<file path="src/rtl/sgpio_rx_ctrl.sv">
// sgpio_rx_ctrl: SGPIO target receiver that decodes per-slot LED requests and returns drive presence on sdatain
module sgpio_rx_ctrl #(
  parameter int NUM_DRV     = 4,
  parameter int TIMEOUT_CYC = 4096
) (
  input  logic               clk,
  input  logic               rst,
  input  logic               sclock,
  input  logic               sload,
  input  logic               sdataout,
  input  logic [NUM_DRV-1:0] drive_present,
  output logic               sdatain,
  output logic [NUM_DRV-1:0] fault,
  output logic [NUM_DRV-1:0] active,
  output logic [NUM_DRV-1:0] locate,
  output logic [NUM_DRV-1:0] rebuild,
  output logic               frame_valid,
  output logic               link_up,
  output logic [7:0]         frame_err_cnt
);
  localparam int FW = 3 * NUM_DRV;
  localparam int CW = $clog2(FW + 1);
  localparam int WW = $clog2(TIMEOUT_CYC + 1);
  typedef enum logic [1:0] {IDLE, SHIFT, LATCH} state_t;
  state_t state, state_n;
  logic [1:0] sclk_s, sload_s, sdo_s;
  logic sclk_d, rise, fall, timeout, last_bit;
  logic [CW-1:0] bit_cnt, tx_cnt;
  logic [FW-1:0] shadow;
  logic [FW:0] tx_vec;
  logic [WW-1:0] wd;
  logic [NUM_DRV-1:0] dec_act, dec_loc, dec_flt, dec_rbd;
  assign rise     = sclk_s[1] & ~sclk_d;
  assign fall     = ~sclk_s[1] & sclk_d;
  assign timeout  = (wd == WW'(TIMEOUT_CYC)) && !rise;
  assign last_bit = bit_cnt == CW'(FW - 1);
  // two-flop synchronizers on the host signals plus one history flop for sclock edges
  always_ff @(posedge clk)
    if (rst) begin
      sclk_s  <= '0;
      sload_s <= '0;
      sdo_s   <= '0;
      sclk_d  <= 1'b0;
    end else begin
      sclk_s  <= {sclk_s[0], sclock};
      sload_s <= {sload_s[0], sload};
      sdo_s   <= {sdo_s[0], sdataout};
      sclk_d  <= sclk_s[1];
    end
  // state register
  always_ff @(posedge clk)
    if (rst) state <= IDLE;
    else state <= state_n;
  // next state: timeout forces idle, LATCH is a single cycle, frames start on sload and end on the last bit
  always_comb begin
    state_n = state;
    if (timeout || state == LATCH) state_n = IDLE;
    else if (rise && state == IDLE && sload_s[1]) state_n = SHIFT;
    else if (rise && state == SHIFT && !sload_s[1] && last_bit) state_n = LATCH;
  end
  // shadow shift register; any sload rise (frame start or abort) clears it so partial data never survives
  always_ff @(posedge clk)
    if (rst || timeout) begin
      bit_cnt <= '0;
      shadow  <= '0;
    end else if (state == LATCH) begin
      bit_cnt <= '0;
    end else if (rise && sload_s[1]) begin
      bit_cnt <= '0;
      shadow  <= '0;
    end else if (rise && state == SHIFT) begin
      shadow[bit_cnt] <= sdo_s[1];
      bit_cnt         <= bit_cnt + CW'(1);
    end
  // saturating count of frames aborted by an early sload
  always_ff @(posedge clk)
    if (rst) frame_err_cnt <= '0;
    else if (rise && sload_s[1] && state == SHIFT && frame_err_cnt != 8'hff) frame_err_cnt <= frame_err_cnt + 8'd1;
  // slot decode of the shadow frame and the presence pattern returned to the host
  always_comb begin
    tx_vec  = '0;
    dec_act = '0;
    dec_loc = '0;
    dec_flt = '0;
    dec_rbd = '0;
    for (int i = 0; i < NUM_DRV; i++) begin
      tx_vec[3*i] = drive_present[i];
      dec_act[i]  = shadow[3*i] & drive_present[i];
      dec_rbd[i]  = shadow[3*i+1] & shadow[3*i+2];
      dec_loc[i]  = shadow[3*i+1] & ~shadow[3*i+2];
      dec_flt[i]  = shadow[3*i+2] & ~shadow[3*i+1];
    end
  end
  // LED outputs load only in LATCH and drop on link loss
  always_ff @(posedge clk)
    if (rst || timeout) begin
      active      <= '0;
      locate      <= '0;
      fault       <= '0;
      rebuild     <= '0;
      frame_valid <= 1'b0;
    end else begin
      frame_valid <= state == LATCH;
      if (state == LATCH) begin
        active  <= dec_act;
        locate  <= dec_loc;
        fault   <= dec_flt;
        rebuild <= dec_rbd;
      end
    end
  // watchdog: cleared by every sclock rise, saturates at the timeout value
  always_ff @(posedge clk)
    if (rst || rise) wd <= '0;
    else if (wd != WW'(TIMEOUT_CYC)) wd <= wd + WW'(1);
  // link status follows sclock activity
  always_ff @(posedge clk)
    if (rst) link_up <= 1'b0;
    else if (rise) link_up <= 1'b1;
    else if (timeout) link_up <= 1'b0;
  // sdatain transmit side, indexed independently of the receive counter; bit FW of tx_vec is the trailing zero
  always_ff @(posedge clk)
    if (rst) begin
      tx_cnt  <= '0;
      sdatain <= 1'b0;
    end else if (rise && sload_s[1]) begin
      tx_cnt <= '0;
    end else if (fall) begin
      sdatain <= tx_vec[tx_cnt];
      if (tx_cnt != CW'(FW)) tx_cnt <= tx_cnt + CW'(1);
    end
endmodule

</file>
<file path="config.mk">
export PLATFORM = sky130hd
export DESIGN_NAME = sgpio_rx_ctrl
export DESIGN_NICKNAME = d
export VERILOG_FILES = /design/src/rtl/sgpio_rx_ctrl.sv
export SDC_FILE = /design/constraint.sdc
export NUM_CORES = 1
export LEC_CHECK = 0
export CORE_ASPECT_RATIO = 1.75
export CORE_UTILIZATION = 50
export CTS_CLUSTER_DIAMETER = 50
export CTS_CLUSTER_SIZE = 24
export DETAILED_ROUTE_END_ITERATION = 10
export GPL_TIMING_DRIVEN = 0
export PLACE_DENSITY_LB_ADDON = 0.2
export SLEW_MARGIN = 15
export SYNTH_ARGS = -nofsm -noshare
export SYNTH_HDL_FRONTEND = slang
export SYNTH_SLANG_ARGS = --single-unit
</file>
<file path="constraint.sdc">
create_clock -name clk -period 1.5 [get_ports clk]
set_clock_uncertainty 0.15 [all_clocks]
set_input_delay 0.45 -clock clk [delete_from_list [all_inputs] [get_ports clk]]
set_output_delay 0.45 -clock clk [all_outputs]
set_load 0.02 [all_outputs]
</file>
* Word level (Yosys, flattened, before mapping)
Index checks and enable logic that the tools add are counted.
** Cells by class
- Add/sub/neg operators :: 4
- Order comparisons :: 3
- Equality and inequality tests :: 7
- Muxes and demuxes :: 11
- Bitwise operators :: 30
- Reductions and logical operators :: 26
** Operators with widths (count)
- 12-bit two-way mux :: 2
- 1-bit AND :: 18
- 13-bit by 1-bit adder with 13-bit output (second input constant) :: 1
- 13-bit equality test (second input constant) :: 1
- 13-bit != test (second input constant) :: 1
- 12-bit bitwise mux :: 1
- 1-bit inverter :: 12
- 1-bit logical AND :: 10
- 4-bit by 5-bit less-than comparator with 1-bit output (second input constant) :: 2
- 4-bit by 1-bit adder with 4-bit output (second input constant) :: 2
- 8-bit by 1-bit adder with 8-bit output (second input constant) :: 1
- 8-bit != test (second input constant) :: 1
- 1-bit two-way mux :: 6
- 2-bit AND reduction :: 3
- 2-bit nonzero test :: 3
- 3-bit OR reduction :: 2
- 1-bit binary-select mux with 4-bit select :: 1
- 1-bit demux with 4-bit select :: 1
- 4-bit equality test (second input constant) :: 1
- 4-bit by 1-bit greater-or-equal comparator with 1-bit output (second input constant) :: 1
- 4-bit != test (second input constant) :: 1
- 2-bit OR reduction :: 2
- 1-bit logical OR :: 3
- 2-bit by 1-bit equality test with 1-bit output (second input constant) :: 1
- 3 further kinds :: 4
** Word-level totals
- Flip-flop bits (word level) :: 69
- Bits of input ports :: 9
- Output and inout port bits :: 27
- Logic and storage cells :: 99

* Longest topological paths before layout
Gate-level depths: netlist of the first run.
- Word-level depth :: 7
- Mapped depth :: 7
- Mapped depth without buffers :: 6

* Worst setup path after synthesis of the first run
No wires, ideal clock.
- Kind :: register to register
- Start point :: reg frame_err_cnt[0]
- End point :: reg frame_err_cnt[5]
- Setup time :: 0.128 ns
- Arrival time :: 1.448 ns
- Data required time :: 1.222 ns
- Slack :: -0.226 ns
- Stages on the path, launching flop included :: 6
- Path buffers :: 0
- Clock period less this slack :: 1.726 ns
- Cell sequence :: dfxtp_1 > ha_1 > and3_1 > a2111oi_2 > xnor2_1 > nor2_1
** Between the ends
- Longest elaborated chain between the ends :: 2
- Elaborated cells on any way between the ends :: 3
- Classes of those cells :: 1 x add/sub; 1 x eq/ne; 1 x reduce/logical
** RTL lines
- start, declared :: line 19 : output logic [7:0] frame_err_cnt
- start signal, assigned :: line 78 : else if (rise && sload_s[1] && state == SHIFT && frame_err_cnt != 8'hff) frame_err_cnt <= frame_err_cnt + 8'd1 ...
- branches (longest 2 deep; another with 8-bit by 1-bit adder with 8-bit output)
Several ways; the timed one is not identified.
A chain may end at the register's enable or synchronous reset.

* Worst setup path in the final report of the first run
- Start point :: reg wd[0]
- End point :: reg rebuild[0]
** Between the ends
- Longest elaborated chain between the ends :: 3
** RTL lines
- start, declared :: line 31 : logic [WW-1:0] wd;
- start signal, assigned :: line 114 : else if (wd != WW'(TIMEOUT_CYC)) wd <= wd + WW'(1);
- 13-bit equality test :: line 35 : assign timeout = (wd == WW'(TIMEOUT_CYC)) && !rise;
- 1-bit logical AND :: line 35
- 1-bit logical OR :: line 96 : if (rst || timeout) begin
- end signal, assigned :: line 108 : rebuild <= dec_rbd;
- end, declared :: line 16 : output logic [NUM_DRV-1:0] rebuild,
Every way passes these cells.

==> results.toml, run 1 <==
[place]
port_buffers = 35
hpwlAfterDp_um = 4870
dp_slack_ns = -0.633
routabilityCongestion = 0.911

[timing]
final-setup-viol-count = 44
whs_ns = 0.289
fin_crit_sh_pct = 111
drv_slew = 0
relSlewSlack_pct = 61.6
fin_ws_ns = -0.165
tightest_slew_ns = 0.575
rsz0062_at_grt = "true"
hold_viol = 0
max_freq_ghz = 0.601
period_needed_ns = 1.66

[synth]
ys_types = 46
synth_nets = 372
ys_seq_area_share_pct = 44.7
synthCells = 354
synth.cell_area_sq_mm = 0.00309
yosysWarnings = 0
avgSynthCellArea_sq_um = 8.73
synth_top_family_by_area = "simple AND/OR/NAND/NOR gates"
synthFlopType = "dfxtp_1"
synth_adder_area_share_pct = 4.01
async_reset_ff_share_pct = 0
ys_ff_latch = 69
synthMuxAreaShare_pct = 0.972
synthSimpleGateAreaFrac_pct = 26.2
synth_edf_count = 0
synth-compound-area-share_pct = 14.4
synth-xor-area-share_pct = 5.67

[floorplan]
die_h_um = 106
chipWidth_um = 61.4
rows = 37
start_util_pct = 52.2
dieArea_sq_mm = 0.00651
ios = 36
core_area_sq_mm = 0.00593

[worst_setup_path]
cp_max_fo = 5
crit_type = "register to register"
cp.arrival_ns = 1.75
worstSetupStartpointType = "register"
crit_path_end_kind = "register"
cp_data_required_time_ns = 1.59

[clock_network]
cts_buffers = 9
hold_buffers = 0
cts_sinks = 69
path_clk_slew_ns = 0.07
htreeDepth = 3
cts_root_buf = "clkbuf_8"
cts_buffer_depth = 2
cts_tree = "built"
insertion_delay_ns = 0.34

[pwr]
leakage_nw = 1.47
power-per-cell-area_mw_per_mm2 = 794
ir_drop_mv = 0.685

[drt]
vias = 2743
wl_per_cell_um = 14.8
drt.antenna.violating_nets = 0
first_iter_violations = 130
vias_per_cell = 5.45
wl_um = 7440
drtPass1Iterations = 5
drc = 0

[layout]
fillers = 493
finalNetCount = 440
num_antenna_cells = 0
drive_above_1_share_pct = 34.8
syn2layout_area_growth_pct = 33.2
final_common_cell = "dfxtp_1"
final_cell_mix = "47 x dfxtp_1, 40 x nor2_1, 36 x a21oi_1, 24 x buf_2, 24 x nand2_1"

[job]
drv_cap = 0

[outcome]
violations = "setup timing"
status = "finished with violations"

[hold_path]
hold_path_class = "register to register"

[grt]
grt_antenna_before_repair = 0
grtUsageTotal_pct = 23.5
grt_max_degree = 11
grt_pass1_vias = 2581
grt_pass1_wl_um = 11400
grt.overflow.total = 0
==> cell type report <==
class / count / area, sq um / share of cell area, %
Buffer: 14 / 113 / 2.74
Clock buffer: 11 / 131 / 3.19
Inverter: 11 / 41.3 / 1.00
Timing Repair Buffer: 59 / 443 / 10.8
Multi-Input combinational cell: 258 / 1840 / 44.8
Clock inverter: 3 / 15.0 / 0.365
Sequential cell: 69 / 1430 / 34.8
Tap cell: 78 / 97.6 / 2.37
==> power breakdown <==
group | internal [mW] | leakage [nW] | total (mW) | switching [mW]
logic | 0.0969 | 0.818 | 0.198 | 0.101
registers | 1.84 | 0.571 | 1.85 | 0.0132
clock network | 0.574 | 0.0788 | 1.22 | 0.647
==> metal layers <==
layer / part of all wire (%) / global-route usage (%) / vias up
li1: - / - / 1376
met1: 38 / 24.7 / 1282
met2: 55 / 41.2 / 58
met3: 3.1 / 4.87 / 27
met4: 3.9 / 13.0 / 0
met5: 0 / 0 / -
==> metrics by stage <==
| stage | util [%] | instance area (sq um) | instances | total power [mW] | setup TNS, ns |
|---|---|---|---|---|---|
| floorplan | - | 3210 | 354 | 2.01 | -1.25 |
| global placement | 61.7 | 3660 | 467 | 2.06 | -22.49 |
| detailed placement | 61.7 | 3660 | 467 | 2.06 | -23.59 |
| CTS | 65.1 | 3860 | 493 | 3.27 | -3.35 |
| global route | 69.4 | 4120 | 503 | 3.40 | -8.02 |
| finish | 69.4 | 4120 | 503 | 3.27 | -4.57 |
==> worst paths after layout <==
check             startpoint         end  slack (ns)  cells past startpoint
hold reg to reg    sclk_s[0]   sclk_s[1]        0.29                      1
setup reg to reg       wd[0]  rebuild[0]       -0.16                      8
setup / recovery       wd[0]  rebuild[0]       -0.16                      8
hold / removal     sclk_s[0]   sclk_s[1]        0.29                      1
==> sequential cells by signal, summed over array words and instances (netlist names) <==
signal and cells:
wd 13, shadow 12, frame_err_cnt 8, active 4, bit_cnt 4, fault 4
locate 4, rebuild 4, tx_cnt 4, sclk_s 2, sdo_s 2, sload_s 2
state 2, frame_valid 1, link_up 1, sclk_d 1, sdatain 1
==> critical path, cell delays in order (launching register included) <==
cell      delay (ns)
dfxtp_2         0.33
inv_2           0.06
ha_4            0.12
nor4b_4         0.18
nand3_2         0.17
o21bai_4        0.28
buf_4           0.16
buf_6           0.09
a21oi_2         0.02
==> cells in the mapped netlist, types with 2 or more instances <==
cell / count / area [sq um]
and3b_1: 2 / 17.5
o31ai_1: 13 / 97.6
o21ai_0: 4 / 20.0
nor3_1: 4 / 20.0
nor2b_1: 12 / 75.1
nand3_1: 26 / 130
buf_2: 4 / 20.0
buf_1: 3 / 11.3
nand4_1: 6 / 37.5
clkbuf_1: 5 / 18.8
dfxtp_1: 69 / 1380
ha_1: 9 / 113
nand2_1: 24 / 90.1
nand2b_1: 6 / 37.5
nor3b_1: 8 / 60.1
a21oi_1: 48 / 240
and3_1: 5 / 31.3
nand3b_1: 2 / 15.0
and4_1: 2 / 17.5
xor2_1: 9 / 78.8
nor2_1: 41 / 154
buf_4: 3 / 22.5
xnor2_1: 11 / 96.3
mux2i_1: 3 / 30.0
nor4b_1: 2 / 17.5
or3_1: 3 / 18.8
inv_1: 11 / 41.3
==> logic make-up (layout without fill, tap and decap cells) <==
kind of cell,count (synthesis),after routing
compound gates,73,73
xor+xnor,20,20
fa+ha+maj,10,10
buf+inv,27,98
flops,69,69
mux,3,3
simple gates,152,152
==> repair_timing <==
| action | in CTS | in global routing |
|---|---|---|
| setup endpoints to repair | 88 | 65 |
| pin swaps | 10 | 20 |
| buffers inserted | 13 | 12 |
| gates resized for setup | 140 | 53 |
Note: power is estimated with default switching activity, not from simulation.
==> run 2, diff against run 1 <==
--- a/config.mk
+++ b/config.mk
@@ -5,7 +5,7 @@
 export SDC_FILE = /design/constraint.sdc
 export NUM_CORES = 1
 export LEC_CHECK = 0
-export CORE_ASPECT_RATIO = 1.75
+export CORE_ASPECT_RATIO = 1.25
 export CORE_UTILIZATION = 50
 export CTS_CLUSTER_DIAMETER = 50
 export CTS_CLUSTER_SIZE = 24
==> constraint.sdc (replaced) <==
create_clock -name clk -period 1.5 [get_ports clk]
set_clock_uncertainty 0.15 [all_clocks]
set_input_delay 0.3 -clock clk [delete_from_list [all_inputs] [get_ports clk]]
set_output_delay 0.3 -clock clk [all_outputs]
set_load 0.02 [all_outputs]
==> results.toml, run 2 (synthesis gave the netlist of run 1 again) <==
[outcome]
status = "finished with violations"
violations = "setup timing"

[grt]
grtUsageTotal_pct = 25.3
met3_usage_pct = 6.17
grt_pass1_wl_um = 12800
grt_pass1_vias = 2745
busiest_layer = "met2"
grt.overflow.total = 0
use_met1_pct = 29.5
use_met2_pct = 42.5
grt_antenna_before_repair = 0
grt_max_degree = 12

[timing]
tightest_slew_ns = 0.511
max_freq_ghz = 0.576
period_needed_ns = 1.74
final-setup-viol-count = 46
whs_ns = 0.289
fin_ws_ns = -0.236
fin_crit_sh_pct = 116
drv_slew = 0
timing.setup.tns_ns = -6.56
relSlewSlack_pct = 66.0
hold_viol = 0
rsz0062_at_grt = "true"

[pwr]
power-per-cell-area_mw_per_mm2 = 829
pwr-share-comb_pct = 6.5
seqPwrFrac_pct = 50.5
p_int_mw = 2.86
netSwitchingPower_mw = 0.810
ir_drop_mv = 0.566
p_total_mw = 3.67
clkPwrFrac_pct = 43.0
leakage_nw = 1.56
netSwitchingFraction_pct = 22.1

[drt]
drc = 0
wl_um = 7730
vias = 2793
first_iter_violations = 205
drtPass1Iterations = 4
wl_per_cell_um = 15.2
vias_per_cell = 5.49
drt.antenna.violating_nets = 0

[place]
port_buffers = 35
routabilityCongestion = 0.899
hpwlAfterDp_um = 4450
dp_slack_ns = -0.514

[layout]
reg_top3 = "wd x13, shadow x12, frame_err_cnt x8"
final_common_cell = "dfxtp_1"
final_cell_mix = "46 x dfxtp_1, 35 x nor2_1, 25 x a21oi_1, 24 x nand2_1"
regMostFlops = "wd"
final_util_pct = 75.2
num_antenna_cells = 0
drive_above_1_share_pct = 34.9
finalNetCount = 440
syn2layout_area_growth_pct = 43.4
largest_reg_flops = 13

[floorplan]
ios = 36
rows = 31
die_h_um = 89.9
dieArea_sq_mm = 0.00650
start_util_pct = 52.4
chipWidth_um = 72.3
core_area_sq_mm = 0.00590

[worst_setup_path]
worstSetupStartpointType = "register"
rr_startpoint = "wd[0]"
crit_path_end_kind = "register"
crit_type = "register to register"
cp_data_required_time_ns = 1.59
cp.arrival_ns = 1.82
cp_max_fo = 5
r2r_setup_slack_ns = -0.24
r2r-end = "frame_valid"
r2r_cells = 9

[hold_path]
hold_start = "sdo_s[0]"
min_path_cells = 1
holdPathEnd = "sdo_s[1]"
hold_path_class = "register to register"

[clock_network]
insertion_delay_ns = 0.34
cts_root_buf = "clkbuf_8"
cts_sinks = 69
cts_tree = "built"
cts_buffer_depth = 2
path_clk_slew_ns = 0.07
cts_buffers = 9
hold_buffers = 0
htreeDepth = 3

[job]
drv_cap = 0
==> run 2: cell count changes in the layout (fill, tap and decap cells not counted), moves of 4 or more <==
cell | before | now
buf_2 | 24 | 4
clkdlybuf4s15_1 | 0 | 10
nor2_1 | 40 | 35
dlygate4sd2_1 | 0 | 10
nor2_2 | 1 | 5
a21oi_1 | 36 | 25
buf_4 | 23 | 16
buf_12 | 0 | 4
a21oi_2 | 12 | 23
==> run 2: area by class of cell <==
class                      instances  area, sq um
multi-input combinational        258         1960
inverter                          11         41.3
buffer                            14          130
timing repair buffer              59          562
tap                               82          103
fill                             427         1460
clock inverter                     3         42.5
sequential                        69         1430
clock buffer                      13          169
==> run 2: worst max-delay path by stage <==
stage	from	to	slack [ns]	cells past startpoint
2_1_floorplan	frame_err_cnt[0]	frame_err_cnt[6]	-0.05	5
3_3_place_gp	rst	frame_err_cnt[5]	-0.45	4
3_5_place_dp	rst	sclk_s[0]	-0.51	4
4_1_cts	wd[0]	shadow[0]	-0.21	9
5_1_grt	wd[0]	frame_valid	-0.31	9
6_report	wd[0]	frame_valid	-0.24	9
==> run 2: critical path: stages (launching register included) <==
cell      delay [ns]
dfxtp_2         0.33
inv_2           0.06
ha_4            0.12
nor4b_4         0.19
nand3_2         0.15
o21bai_4        0.25
buf_12          0.15
buf_12          0.09
buf_8           0.11
nor2_2          0.04
==> run 2: per-layer routing <==
layer / part of all wire [%] / wire, um / up-vias
met1: 43 / 3290 / 1334
met4: 1.8 / 141 / 0
li1: - / - / 1385
met2: 52 / 4000 / 61
met3: 3.9 / 301 / 13
met5: 0 / 0 / -
==> run 2: per-stage QoR <==
| step | std cells | area (sq um) |
|---|---|---|
| 2_1_floorplan | 354 | 3210 |
| 3_3_place_gp | 471 | 3660 |
| 3_5_place_dp | 471 | 3660 |
| 4_1_cts | 505 | 4290 |
| 5_1_grt | 509 | 4430 |
| 6_report | 509 | 4430 |
==> run 2: repair_timing <==
action,CTS,global route
pin swaps,7,14
endpoints found under the setup margin,87,73
gates cloned,3,0
resized for setup,104,52
setup buffers,15,9
==> run 2: power groups by stage <==
stage	logic (mW)	registers [mW]	clock network, mW
2_1_floorplan	0.104	1.90	0
3_3_place_gp	0.156	1.91	0
3_5_place_dp	0.160	1.91	0
4_1_cts	0.235	1.86	1.59
5_1_grt	0.254	1.86	1.70
6_report	0.239	1.86	1.58
==> run 3, diff against run 2 <==
--- a/config.mk
+++ b/config.mk
@@ -6,6 +6,7 @@
 export NUM_CORES = 1
 export LEC_CHECK = 0
 export CORE_ASPECT_RATIO = 1.25
+export CORE_MARGIN = 3
 export CORE_UTILIZATION = 50
 export CTS_CLUSTER_DIAMETER = 50
 export CTS_CLUSTER_SIZE = 24
==> results.toml, run 3 (synthesis gave the netlist of run 1 again) <==
[layout]
syn2layout_area_growth_pct = 43.7
finalNetCount = 449
fillers = 418
regArea_sq_mm = 0.00143
num_antenna_cells = 0
final_cells = 517
multi_input_comb_area_sq_mm = 0.00194
reg_top3 = "wd x13, shadow x12, frame_err_cnt x8"
drive_above_1_share_pct = 34.7
final_common_cell = "dfxtp_1"
largest_reg_flops = 13
regMostFlops = "wd"
final_cell_mix = "46 x dfxtp_1, 36 x nor2_1, 29 x a21oi_1, 24 x nand2_1, 23 x nand3_1"
final_util_pct = 75.3

[place]
hpwlAfterDp_um = 4520
port_buffers = 35
routabilityCongestion = 0.867
dp.cells = 471
dp_slack_ns = -0.456

[floorplan]
core_area_sq_mm = 0.00590
rows = 31
start_util_pct = 52.4
dieArea_sq_mm = 0.00717
ios = 36
chipWidth_um = 76.3
die_h_um = 93.9

[hold_path]
hold_path_class = "register to register"
holdPathEnd = "sclk_s[1]"
hold_start = "sclk_s[0]"
min_path_cells = 1

[pwr]
ir_drop_mv = 0.517
power-per-cell-area_mw_per_mm2 = 792
leakage_nw = 1.59

[clock_network]
cts_buffers = 9
cts_tree = "built"
cts_sinks = 69
cts_buffer_depth = 2
path_clk_slew_ns = 0.07
cts_root_buf = "clkbuf_8"
insertion_delay_ns = 0.35
htreeDepth = 3
hold_buffers = 0

[timing]
fin_ws_ns = -0.230
timing.setup.tns_ns = -6.88
drv_slew = 0
whs_ns = 0.285
tightest_slew_ns = 0.401
max_freq_ghz = 0.578
relSlewSlack_pct = 73.1
period_needed_ns = 1.73
fin_crit_sh_pct = 115
hold_viol = 0
final-setup-viol-count = 45
rsz0062_at_grt = "true"

[outcome]
status = "finished with violations"
violations = "setup timing"

[drt]
drtPass1Iterations = 4
vias_per_cell = 5.43
wl_um = 7580
drt.antenna.violating_nets = 0
vias = 2807
wl_per_cell_um = 14.7
drc = 0
first_iter_violations = 185

[worst_setup_path]
r2r_setup_slack_ns = -0.23
cp.arrival_ns = 1.80
cp_data_required_time_ns = 1.57
r2r_cells = 9
rr_startpoint = "wd[0]"
crit_type = "register to register"
worstSetupStartpointType = "register"
cp_max_fo = 5
r2r-end = "shadow[8]"
crit_path_end_kind = "register"

[job]
drv_cap = 0

[grt]
grt_antenna_before_repair = 0
grt.overflow.total = 0
grtUsageTotal_pct = 21.1
grt_pass1_vias = 2674
grt_pass1_wl_um = 12100
grt_max_degree = 12
[run 3: routing by layer]
| metal | global-route usage [%] | share of wire, % |
|---|---|---|
| met3 | 4.22 | 4.7 |
| met5 | 0 | 0 |
| met4 | 10.4 | 2.0 |
| met2 | 36.9 | 52 |
| met1 | 24.5 | 41 |
[run 3: final cells by class]
type | count | area share [%]
Sequential cell | 69 | 32.2
Timing Repair Buffer | 68 | 14.5
Inverter | 11 | 0.930
Tap cell | 82 | 2.31
Buffer | 14 | 2.45
Clock inverter | 6 | 1.24
Multi-Input combinational cell | 258 | 43.6
Clock buffer | 9 | 2.79
[run 3: where the power goes]
part	leakage (nW)	switching [mW]	internal [mW]	total (mW)
Clock	0.0984	0.683	0.743	1.43
Sequential	0.571	0.0142	1.84	1.85
Combinational	0.922	0.113	0.125	0.238
[run 3: what timing repair did]
action                                  4_1_cts  5_1_grt
endpoints found under the setup margin       87       72
pin swaps                                     9       10
cloned                                        2        1
setup buffers                                19       14
resized for setup                            98       54
[run 3: critical path, stage by stage (launching register included)]
cell and delay [ns]:
dfxtp_2 0.33, inv_2 0.06, ha_4 0.12, nor4b_4 0.24, nand3_4 0.13, o21bai_4 0.18, buf_12 0.14, buf_12 0.11
buf_8 0.11, a21oi_1 0.04
[run 3: worst max-delay path by stage]
| stage | from | endpoint | slack (ns) | cells past startpoint |
|---|---|---|---|---|
| after floorplan | frame_err_cnt[0] | frame_err_cnt[6] | -0.05 | 5 |
| after global placement | rst | frame_err_cnt[5] | -0.46 | 4 |
| after detailed placement | rst | sclk_s[0] | -0.46 | 4 |
| after CTS | wd[0] | frame_valid | -0.19 | 9 |
| after global routing | wd[0] | shadow[8] | -0.29 | 9 |
| final | wd[0] | shadow[8] | -0.23 | 9 |
[run 3: metrics by stage]
stage | area (sq um) | total power [mW]
6_report | 4440 | 3.52
3_5_place_dp | 3660 | 2.06
3_3_place_gp | 3660 | 2.06
5_1_grt | 4440 | 3.63
2_1_floorplan | 3210 | 2.01
4_1_cts | 4280 | 3.53
